### config.mk
export PLATFORM = sky130hd
export DESIGN_NAME = board_io_ctrl
export DESIGN_NICKNAME = d
export VERILOG_FILES = /design/src/rtl/board_io_pkg.sv /design/src/rtl/board_io_ctrl_btn_debounce.sv /design/src/rtl/board_io_ctrl.sv
export SDC_FILE = /design/constraint.sdc
export NUM_CORES = 1
export LEC_CHECK = 0
export CAP_MARGIN = 20
export CELL_PAD_IN_SITES_DETAIL_PLACEMENT = 1
export CELL_PAD_IN_SITES_GLOBAL_PLACEMENT = 1
export CORE_ASPECT_RATIO = 0.7
export CORE_UTILIZATION = 43
export CTS_CLUSTER_DIAMETER = 200
export DETAILED_ROUTE_END_ITERATION = 8
export PLACE_DENSITY_LB_ADDON = 0.08
export REMOVE_ABC_BUFFERS = 1
export SYNTH_ARGS = -nofsm -noshare
export SYNTH_HDL_FRONTEND = slang
export SYNTH_SLANG_ARGS = --single-unit
### constraint.sdc
create_clock -name clk -period 2 [get_ports clk]
set_input_delay 0.4 -clock clk [delete_from_list [all_inputs] [get_ports clk]]
set_output_delay 0.4 -clock clk [all_outputs]
set_load 0.02 [all_outputs]
### src/rtl/board_io_pkg.sv
// Shared types, 50 MHz timing defaults and the count-width helper for board_io_ctrl.
package board_io_pkg;

  typedef enum logic [1:0] {
    WAIT_LOCK,
    HOLD,
    RUN
  } rst_state_e;

  localparam int DEF_DEB_CYCLES     = 500000;
  localparam int DEF_RST_HOLD       = 1024;
  localparam int DEF_STRETCH_CYCLES = 2500000;
  localparam int DEF_LONG_CYCLES    = 50000000;

  // Bits needed to hold values 0..max_count.
  function automatic int cnt_width(input int max_count);
    return (max_count < 1) ? 1 : $clog2(max_count + 1);
  endfunction

endpackage

### src/rtl/board_io_ctrl_btn_debounce.sv
// One button channel: 2-flop synchroniser, debounce counter, press/release pulses.
// Long-press detection is built only when BOARD_IO_LONGPRESS_EN is defined.
module btn_debounce
  import board_io_pkg::*;
#(
  parameter int DEB_CYCLES     = 4,
  parameter bit BTN_ACTIVE_LOW = 1'b0,
  parameter int LONG_CYCLES    = 20
) (
  input  logic clk,
  input  logic rst,
  input  logic btn_raw,
  output logic level_o,
  output logic press_o,
  output logic release_o,
  output logic long_o
);

  localparam int CW = cnt_width(DEB_CYCLES);

  logic          raw_in;
  logic          s1_q, s2_q;
  logic [CW-1:0] cnt_q, cnt_d;
  logic          level_q, level_d;
  logic          press_q, press_d;
  logic          rel_q, rel_d;

  assign raw_in = BTN_ACTIVE_LOW ? ~btn_raw : btn_raw;

  always_comb begin
    cnt_d   = cnt_q;
    level_d = level_q;
    press_d = 1'b0;
    rel_d   = 1'b0;
    if (s2_q == level_q) begin
      cnt_d = '0;
    end else if (cnt_q == CW'(DEB_CYCLES - 1)) begin
      cnt_d   = '0;
      level_d = s2_q;
      press_d = s2_q;
      rel_d   = ~s2_q;
    end else begin
      cnt_d = cnt_q + CW'(1);
    end
  end

  always_ff @(posedge clk) begin
    if (rst) begin
      s1_q    <= 1'b0;
      s2_q    <= 1'b0;
      cnt_q   <= '0;
      level_q <= 1'b0;
      press_q <= 1'b0;
      rel_q   <= 1'b0;
    end else begin
      s1_q    <= raw_in;
      s2_q    <= s1_q;
      cnt_q   <= cnt_d;
      level_q <= level_d;
      press_q <= press_d;
      rel_q   <= rel_d;
    end
  end

  assign level_o   = level_q;
  assign press_o   = press_q;
  assign release_o = rel_q;

`ifdef BOARD_IO_LONGPRESS_EN
  localparam int LW = cnt_width(LONG_CYCLES);

  logic [LW-1:0] lcnt_q, lcnt_d;
  logic          armed_q, armed_d;
  logic          long_q, long_d;

  // Armed on the press edge; disarms after one pulse until the next press.
  always_comb begin
    lcnt_d  = lcnt_q;
    armed_d = armed_q;
    long_d  = 1'b0;
    if (!level_q) begin
      lcnt_d  = '0;
      armed_d = 1'b0;
    end else if (armed_q) begin
      if (lcnt_q == LW'(LONG_CYCLES - 1)) begin
        long_d  = 1'b1;
        armed_d = 1'b0;
      end else begin
        lcnt_d = lcnt_q + LW'(1);
      end
    end
    if (press_d) begin
      armed_d = 1'b1;
    end
  end

  always_ff @(posedge clk) begin
    if (rst) begin
      lcnt_q  <= '0;
      armed_q <= 1'b0;
      long_q  <= 1'b0;
    end else begin
      lcnt_q  <= lcnt_d;
      armed_q <= armed_d;
      long_q  <= long_d;
    end
  end

  assign long_o = long_q;
`else
  assign long_o = 1'b0;
`endif

endmodule

### src/rtl/board_io_ctrl.sv
// ULX3S board I/O conditioning: button debounce, lock-gated reset sequencing, LED stretch.
// Optional long-press pulses on btn_long when BOARD_IO_LONGPRESS_EN is defined.
module board_io_ctrl
  import board_io_pkg::*;
#(
  parameter int N_BTN          = 2,
  parameter int DEB_CYCLES     = DEF_DEB_CYCLES,
  parameter int RST_HOLD       = DEF_RST_HOLD,
  parameter int N_LED          = 8,
  parameter int STRETCH_CYCLES = DEF_STRETCH_CYCLES,
  parameter bit BTN_ACTIVE_LOW = 1'b0,
  parameter int LONG_CYCLES    = DEF_LONG_CYCLES
) (
  input  logic             clk,
  input  logic             rst,
  input  logic             pll_locked,
  input  logic [N_BTN-1:0] btn_raw,
  output logic [N_BTN-1:0] btn_level,
  output logic [N_BTN-1:0] btn_press,
  output logic [N_BTN-1:0] btn_release,
  output logic [N_BTN-1:0] btn_long,
  output logic             sys_rst,
  input  logic [N_LED-1:0] led_evt,
  output logic [N_LED-1:0] led
);

  localparam int HW  = cnt_width(RST_HOLD);
  localparam int LCW = cnt_width(STRETCH_CYCLES);

  for (genvar i = 0; i < N_BTN; i++) begin : g_btn
    btn_debounce #(
      .DEB_CYCLES    (DEB_CYCLES),
      .BTN_ACTIVE_LOW(BTN_ACTIVE_LOW),
      .LONG_CYCLES   (LONG_CYCLES)
    ) u_deb (
      .clk      (clk),
      .rst      (rst),
      .btn_raw  (btn_raw[i]),
      .level_o  (btn_level[i]),
      .press_o  (btn_press[i]),
      .release_o(btn_release[i]),
      .long_o   (btn_long[i])
    );
  end

  logic          lock_s1_q, lock_s2_q;
  rst_state_e    state_q;
  logic [HW-1:0] hcnt_q;
  logic          sys_rst_q;

  always_ff @(posedge clk) begin
    if (rst) begin
      lock_s1_q <= 1'b0;
      lock_s2_q <= 1'b0;
    end else begin
      lock_s1_q <= pll_locked;
      lock_s2_q <= lock_s1_q;
    end
  end

  // Any loss of lock drops straight back to WAIT_LOCK so a relock re-runs the full hold.
  always_ff @(posedge clk) begin
    if (rst) begin
      state_q   <= WAIT_LOCK;
      hcnt_q    <= '0;
      sys_rst_q <= 1'b1;
    end else begin
      case (state_q)
        WAIT_LOCK: begin
          hcnt_q    <= '0;
          sys_rst_q <= 1'b1;
          if (lock_s2_q) state_q <= HOLD;
        end
        HOLD: begin
          sys_rst_q <= 1'b1;
          if (!lock_s2_q) begin
            state_q <= WAIT_LOCK;
            hcnt_q  <= '0;
          end else if (hcnt_q == HW'(RST_HOLD - 1)) begin
            state_q   <= RUN;
            hcnt_q    <= '0;
            sys_rst_q <= 1'b0;
          end else begin
            hcnt_q <= hcnt_q + HW'(1);
          end
        end
        RUN: begin
          hcnt_q <= '0;
          if (!lock_s2_q) begin
            state_q   <= WAIT_LOCK;
            sys_rst_q <= 1'b1;
          end else begin
            sys_rst_q <= 1'b0;
          end
        end
        default: begin
          state_q   <= WAIT_LOCK;
          hcnt_q    <= '0;
          sys_rst_q <= 1'b1;
        end
      endcase
    end
  end

  assign sys_rst = sys_rst_q;

  logic [LCW-1:0] led_cnt_q [N_LED];
  logic [LCW-1:0] led_cnt_d [N_LED];
  logic [N_LED-1:0] led_q, led_d;

  // LED stays lit through the cycle where the counter reaches zero, giving STRETCH_CYCLES on-time.
  always_comb begin
    led_cnt_d = led_cnt_q;
    led_d     = led_q;
    for (int i = 0; i < N_LED; i++) begin
      if (led_evt[i]) begin
        led_cnt_d[i] = LCW'(STRETCH_CYCLES - 1);
        led_d[i]     = 1'b1;
      end else if (led_cnt_q[i] != '0) begin
        led_cnt_d[i] = led_cnt_q[i] - LCW'(1);
      end else begin
        led_d[i] = 1'b0;
      end
    end
  end

  always_ff @(posedge clk) begin
    if (rst) begin
      for (int i = 0; i < N_LED; i++) led_cnt_q[i] <= '0;
      led_q <= '0;
    end else begin
      led_cnt_q <= led_cnt_d;
      led_q     <= led_d;
    end
  end

  assign led = led_q;

endmodule

; ---- After elaboration in Yosys (flattened, before gate mapping)
; Cells that the tools add are included.
[classes]
mux = 41
bitwise_logic = 8
add_sub_neg = 11
n_reduce_logical = 33
eq_ne = 18
[ops]
columns = cell, count
row1 = two-way mux 22 bit, 16
row2 = nonzero test 22 bit, 8
row3 = "subtractor 22 x 1 -> 22 bit, second input constant", 8
row4 = "adder 19 x 1 -> 19 bit, second input constant", 2
row5 = "equality test 19 bit, second input constant", 2
row6 = "!= test 2 bit, second input constant", 10
row7 = two-way mux 1 bit, 19
row8 = nonzero test 2 bit, 8
row9 = OR reduction 2 bit, 8
row10 = OR reduction 3 bit, 4
row11 = "adder 11 x 1 -> 11 bit, second input constant", 1
row12 = "equality test 11 x 10 -> 1 bit, second input constant", 1
row13 = two-way mux 2 bit, 4
row14 = inverter 1 bit, 8
row15 = one-hot mux 2 bit (3 select lines), 1
row16 = AND reduction 2 bit, 2
row17 = OR reduction 4 bit, 1
row18 = "!= test 3 bit, second input constant", 1
row19 = AND reduction 3 bit, 1
row20 = equality test 1 bit, 2
row21 = "equality test 2 x 1 -> 1 bit, second input constant", 1
row22 = "equality test 2 bit, second input constant", 1
row23 = zero test 2 bit, 1
row24 = one-hot mux 1 bit (2 select lines), 1
[word_totals]
out_inout_bits = 17
register_bits = 248

; ---- Longest topological paths before layout
; Gate-level depths: netlist (run 1).
[depth]
ltp_word = 4
depth_mapped = 8
mapped_depth_nobuf = 7

; ---- Hierarchy
; A second synthesis (run 1) with hierarchy kept.
[unflattened]
cells_unflattened = 1374
area_unflattened_um2 = 11852.6
[modules_own_cells]
columns = module, area_per_inst_um2, n_inst, seq_area_each_um2, cells_per_inst
row1 = board_io_ctrl, 9630.5, 1, 4003.8, 1134
row2 = btn_debounce, 1111.1, 2, 480.5, 120

; ---- Worst setup path before layout (run 1)
; OpenSTA, ideal clock, no wires.
[synth_timing]
path_kind = register to register
startpoint = register led_cnt_q[48] (netlist name)
endpoint = register led_cnt_q[45] (netlist name)
setup_time_ns = 0.133
period_less_slack_ns = 2.211
path_stages_with_launch = 8
arrival_ns = 2.078
slack_ns = -0.211
required_ns = 1.867
path_cell_list = dfxtp_1 or4_1 buf_6 or4_4 buf_6 or2_4 o21ai_1 a21oi_1
[synth_between]
elab_chain_cells = 2
[synth_lines]
columns = element, line_no
row1 = start: declaration, board_io_ctrl.sv:107  ; logic [LCW-1:0] led_cnt_q [N_LED];
row2 = start signal: assignment, board_io_ctrl.sv:132  ; led_cnt_q <= led_cnt_d;
row3 = nonzero test 22 bit, board_io_ctrl.sv:119  ; end else if (led_cnt_q[i] != '0) begin
row4 = nonzero test 2 bit (no source line), -
; Every way passes these cells.
; A chain may end at the register's enable or synchronous reset.

; ---- Worst setup path after layout (run 1)
[layout_timing]
startpoint = register led_cnt_q[50] (netlist name)
endpoint = register led_cnt_q[61] (netlist name)
[layout_between]
elab_chain_cells = 3
[layout_lines]
columns = element, line_no
row1 = subtractor 22 x 1 -> 22 bit, board_io_ctrl.sv:120  ; led_cnt_d[i] = led_cnt_q[i] - LCW'(1);
row2 = two-way mux 22 bit, board_io_ctrl.sv:119
row3 = two-way mux 22 bit, board_io_ctrl.sv:116  ; if (led_evt[i]) begin
; Several ways; a longest one is shown, not always the timed one. The select of a mux whose other input is x is not followed.

==> results of run 1 <==
per-stage QoR:
stage | instances | cell area, um^2 | setup TNS [ps] | setup WS (ps)
3_3_place_gp | 1877 | 13630 | -1761 | -142.7
2_1_floorplan | 1299 | 11450 | -5558 | -274.8
5_1_grt | 1956 | 15690 | -5821 | -225.9
3_5_place_dp | 1877 | 13630 | -4324 | -221.6
6_report | 1956 | 15690 | -2036 | -128.9
4_1_cts | 1940 | 14980 | -1124 | -131.7
report_power, final:
part	switching [mW]	total (mW)	internal, mW
sequential	0.204	5.36	5.16
clock	2.15	5.60	3.45
combinational	1.09	2.05	0.959
synth_stat cells (16+ instances only):
cell,instances,share of area
clkbuf_1,35,0.011
a31oi_1,25,0.013
dfxtp_1,248,0.42
nand2_1,61,0.020
nand4_1,27,0.014
or4_1,36,0.023
nor3_1,62,0.027
a21oi_1,108,0.046
o211ai_1,24,0.015
ha_1,22,0.024
inv_1,41,0.013
xnor2_1,61,0.046
nand2b_1,16,0.0086
nor4_1,39,0.021
o21ai_0,40,0.017
or3_1,36,0.019
or2_2,18,0.0096
nor2_1,159,0.051
o31ai_1,20,0.013
nand3_1,41,0.018
xor2_1,80,0.060
layout make-up:
type / count / area [um^2] / share of cell area
clock inverter: 12 / 166.4 / 0.01061
inverter: 43 / 161.4 / 0.01029
sequential: 248 / 4989 / 0.3179
multi-input combinational: 1010 / 7093 / 0.4521
clock buffer: 40 / 847.1 / 0.05399
tap: 364 / 455.4 / 0.02903
timing repair buffer: 239 / 1978 / 0.1261
sequential cells by signal (all words and copies together), names as in the netlist, 8 cells and up:
signal             flops
led_cnt_q            176
led                    8
hcnt_q                11
g_btn.u_deb.cnt_q     38
routing by layer:
metal | vias to the layer above | track usage | part of all wire
li1 | 5299 | - | -
met5 | - | 0 | 0
met2 | 121 | 0.3648 | 0.46
met3 | 41 | 0.03106 | 0.026
met1 | 5243 | 0.3370 | 0.50
met4 | 0 | 0.04696 | 0.016
cell families (layout without fill, tap and decap cells):
logic type | after synthesis | in the layout | share of synthesized area
AOI/OAI and AO/OA | 252 | 252 | 0.1287
xor gates and xnor gates | 141 | 141 | 0.1055
adders and majority gates | 22 | 22 | 0.02352
buffers and inverters | 95 | 334 | 0.03550
DFF | 248 | 248 | 0.4243
muxes | 9 | 9 | 0.007806
other | 1 | 2 | 0.0003205
and+or+nand+nor | 582 | 584 | 0.2743
what timing repair did:
item                       in CTS  in global routing
setup endpoints to repair      76                130
pin swaps                      46                 66
resized for setup              66                139
setup buffers                   7                 16
cloned                          4                  1
hold buffers                    0                  0
hold endpoints to repair        0                  0
critical path, stage by stage, from the launching register on:
cell	delay [ps]
dfxtp_2	320
or4_4	550
or4_4	560
o211ai_1	300
xor2_1	190
a21oi_1	80
how the worst max path moves through the flow:
| stage | endpoint | cells after the start | startpoint |
|---|---|---|---|
| after floorplan | led_cnt_q[83]$_SDFFE_PP0P_ | 5 | led_cnt_q[76]$_SDFFE_PP0P_ |
| after global placement | led_cnt_q[61]$_SDFFE_PP0P_ | 5 | led_cnt_q[48]$_SDFFE_PP0P_ |
| after detailed placement | led_cnt_q[55]$_SDFFE_PP0P_ | 5 | led_cnt_q[48]$_SDFFE_PP0P_ |
| after CTS | led_cnt_q[159]$_SDFFE_PP0P_ | 5 | led_cnt_q[166]$_SDFFE_PP0P_ |
| after global routing | led_cnt_q[159]$_SDFFE_PP0P_ | 8 | led_cnt_q[154]$_SDFFE_PP0P_ |
| final | led_cnt_q[61]$_SDFFE_PP0P_ | 5 | led_cnt_q[50]$_SDFFE_PP0P_ |
==> flow_summary.toml, run 1 <==
[worst_hold_path]
hold_depth = 3
hold_class = "primary input to register"
min-delay-start = "rst"
hold_path_end = "led_cnt_q[135]$_SDFFE_PP0P_"

[floorplanning]
initial_core_util = 0.4380
row_count = 50
boundaryPins = 30
die_w_um = 199.2
coreArea_mm2 = 0.02671
fp.dieArea_mm2 = 0.02789
fp.dieH_um = 140.0

[yosys]
synth_warnings = 0
synth.avg_cell_area_um2 = 8.668
synth_cells = 1350
ys_types = 67
seq_area_frac_synth = 0.4243
synth_area_mm2 = 0.01170
async_reset_ff_frac = 0
synthFlopType = "dfxtp_1"
synth_seq_cells = 248
synth_edf_count = 0

[cells_and_area]
drive_gt1_frac = 0.2739
syn2layout_area_growth_pct = 34.09
final_nets = 1605
mostFrequentLayoutCells = "dfxtp_1 (229), buf_4 (192), nor2_1 (157)"
fillers = 3088
layout_commonest_cell = "dfxtp_1"
num_antenna_cells = 0
fin_util = 0.5874

[drt]
via_per_inst = 5.472
firstDrtPassIters = 4
drc = 0
wl_per_cell_um = 17.38
ant_nets = 0
drt-total-wl_um = 33990
dr_total_vias = 10704
initialDrtViolationCount = 415

[grt]
antenna_found_initial = 0
grt_overflow = 0
grt_pass1_wl_um = 53830
grt.total_usage = 0.2318
grt_max_degree = 56
grt_pass1_vias = 10772

[setup_path]
r2r-end = "led_cnt_q[61]$_SDFFE_PP0P_"
crit_required_ps = 2410
endpoint_kind = "register"
crit_type = "register to register"
reg2regPathDepth = 5
timing.rr.start = "led_cnt_q[50]$_SDFFE_PP0P_"
rrSetupSlack_ps = -130
critPathLaunchType = "register"
cp.arrival_ps = 2540
crit_fanout = 6

[flow_run]
max_cap_violations = 0

[clock_tree]
cts_sinks = 248
cts-buffers-inserted = 28
clock_latency_ps = 550
cts.path.max_buffers = 3
htree_levels = 1
clk_pin_slew_ps = 70
clockRootBuffer = "clkbuf_16"
cts_tree = "built"

[sta]
rsz0062_at_grt = "yes"
hold_viol = 0
worst_slack_ps = -128.9
setup_violations = 34
clock.fmax_ghz = 0.4697
maxSlewHeadroom = 0.6209
hold_ws_ps = 330.0
slew_violations = 0
skew_ps = 8.830
period_minus_slack_ps = 2129
finalCritPeriodShare = 1.064
worst_pin_slew_ps = 564.3

[power_and_ir_drop]
power.total_mw = 13.02
p_leak_nw = 5.774
p_per_area_mw_per_mm2 = 829.9
max-vdd-ir-drop_uv = 685.2

[place]
dp_hpwl_um = 21510
place.gp.congestion = 0.7910
io_buffers = 27

[run_status]
status = "finished, violations left"
violations = "setup timing"
Power figures use the tool's default switching activity.
==> inputs of run 2 (changes only) <==
--- a/config.mk
+++ b/config.mk
@@ -5,8 +5,7 @@
 export SDC_FILE = /design/constraint.sdc
 export NUM_CORES = 1
 export LEC_CHECK = 0
-export CAP_MARGIN = 20
-export CELL_PAD_IN_SITES_DETAIL_PLACEMENT = 1
+export CELL_PAD_IN_SITES_DETAIL_PLACEMENT = 0
 export CELL_PAD_IN_SITES_GLOBAL_PLACEMENT = 1
 export CORE_ASPECT_RATIO = 0.7
 export CORE_UTILIZATION = 43
==> flow_summary.toml, run 2 (synthesis results as in run 1) <==
[sta]
skew_ps = 7.770
worst_slack_ps = -109.8
setup_violations = 20
hold_viol = 0
clock.fmax_ghz = 0.4740
period_minus_slack_ps = 2110
worst_pin_slew_ps = 573.6
rsz0062_at_grt = "yes"
slew_violations = 0
finalCritPeriodShare = 1.055
maxSlewHeadroom = 0.6167

[clock_tree]
clk_pin_slew_ps = 60
clock_latency_ps = 540
cts-buffers-inserted = 27
cts.path.max_buffers = 3
clockRootBuffer = "clkbuf_16"
htree_levels = 1
cts_sinks = 248
cts_tree = "built"

[drt]
drt-total-wl_um = 27950
wl_per_cell_um = 14.41
drc = 0
ant_nets = 0
initialDrtViolationCount = 466
dr_total_vias = 10197
firstDrtPassIters = 5
via_per_inst = 5.256

[setup_path]
crit_type = "register to register"
crit_fanout = 6
cp-startpoint = "led_cnt_q[50]$_SDFFE_PP0P_"
crit_required_ps = 2430
critPathLaunchType = "register"
endpoint_kind = "register"
timing.rr.start = "led_cnt_q[50]$_SDFFE_PP0P_"
cp.arrival_ps = 2540

[power_and_ir_drop]
p_per_area_mw_per_mm2 = 784.6
p_leak_nw = 5.568
max-vdd-ir-drop_uv = 547.2

[cells_and_area]
layout.cells.non_filler = 1940
top_regs = "led_cnt_q x176, g_btn.u_deb.cnt_q x38, hcnt_q x11"
final_cell_area_mm2 = 0.01522
syn2layout_area_growth_pct = 30.11
largest_register_ffs = 176
layout_commonest_cell = "dfxtp_1"
final_nets = 1592
mostFrequentLayoutCells = "dfxtp_1 (238), buf_4 (185), nor2_1 (157)"
registers.top_by_ff_count = "led_cnt_q"
drive_gt1_frac = 0.2449
num_antenna_cells = 0
fin_util = 0.5699

[worst_hold_path]
min-delay-start = "rst"
hold_class = "primary input to register"

[grt]
grt_max_degree = 56
grt_overflow = 0
antenna_found_initial = 0
grt_pass1_vias = 9480
grt.total_usage = 0.1977
grt_pass1_wl_um = 46120

[floorplanning]
fp.dieArea_mm2 = 0.02789
row_count = 50
die_w_um = 199.2
initial_core_util = 0.4380
coreArea_mm2 = 0.02671
fp.dieH_um = 140.0
boundaryPins = 30

[place]
dp_hpwl_um = 18230
dp.cells = 1877
post_dp_cell_area_mm2 = 0.01363
io_buffers = 27
place.gp.congestion = 0.7910

[run_status]
status = "finished, violations left"
violations = "setup timing"

[flow_run]
max_cap_violations = 0
==> run 2: cell count changes in the layout (fill, tap and decap cells not counted), moves of 4 or more <==
cell,delta
clkbuf_8,-6
clkinv_2,+5
or4_1,+5
nor4_1,+5
o21ai_0,+5
or4_4,-4
dfxtp_2,-9
buf_6,-5
dfxtp_1,+9
buf_4,-7
==> run 2: final cells by class <==
type	instances	area, um^2
clock buffers	35	725.7
clock inverters	13	92.59
fillers	2501	11490
inverters	43	161.4
multi-input cells	1011	6950
flip-flops and latches	248	4977
well taps	364	455.4
repair buffers	226	1862
==> run 2: layer usage <==
| metal | GRT usage | share of wire |
|---|---|---|
| met5 | 0 | 0 |
| met4 | 0.04008 | 0.015 |
| met3 | 0.03275 | 0.026 |
| met2 | 0.2896 | 0.41 |
| met1 | 0.3011 | 0.54 |
==> run 2: worst paths after layout <==
kind | slack, ps | depth (start not counted) | end
min reg2reg | 450 | 1 | g_btn[1].u_deb.s2_q$_SDFF_PP0_
max | -110 | 5 | led_cnt_q[55]$_SDFFE_PP0P_
min | 330 | 3 | led_cnt_q[135]$_SDFFE_PP0P_
max reg2reg | -110 | 5 | led_cnt_q[55]$_SDFFE_PP0P_
==> run 2: stage by stage <==
step | power (mW) | hold slack (ps) | setup TNS, ps | setup WS [ps]
floorplan | 6.347 | 413.8 | -5558 | -274.8
global placement | 7.078 | 421.1 | -1761 | -142.7
detailed placement | 7.087 | 439.5 | -2587 | -184.5
CTS | 11.93 | 328.3 | -484.5 | -94.08
global route | 12.52 | 350.0 | -3600 | -209.5
finish | 11.94 | 334.7 | -921.8 | -109.8
==> run 2: power by group <==
part | switching (mW) | total (mW) | internal [mW]
combinational | 0.984 | 1.90 | 0.918
sequential | 0.189 | 5.35 | 5.16
clock | 2.02 | 4.70 | 2.68
==> run 2: critical path, cell delays in order, from the launching register on <==
cell      delay [ps]
dfxtp_2          320
or4_4            550
or4_4            560
o211ai_1         290
nor3_1            80
o21ba_2          200
==> run 2: timing repair <==
item / 4_1_cts / 5_1_grt
pin swaps: 26 / 54
setup endpoints to repair: 54 / 145
gates resized for setup: 36 / 118
hold endpoints to repair: 0 / 0
hold buffers: 0 / 0
gates cloned: 2 / 3
setup buffers: 5 / 5
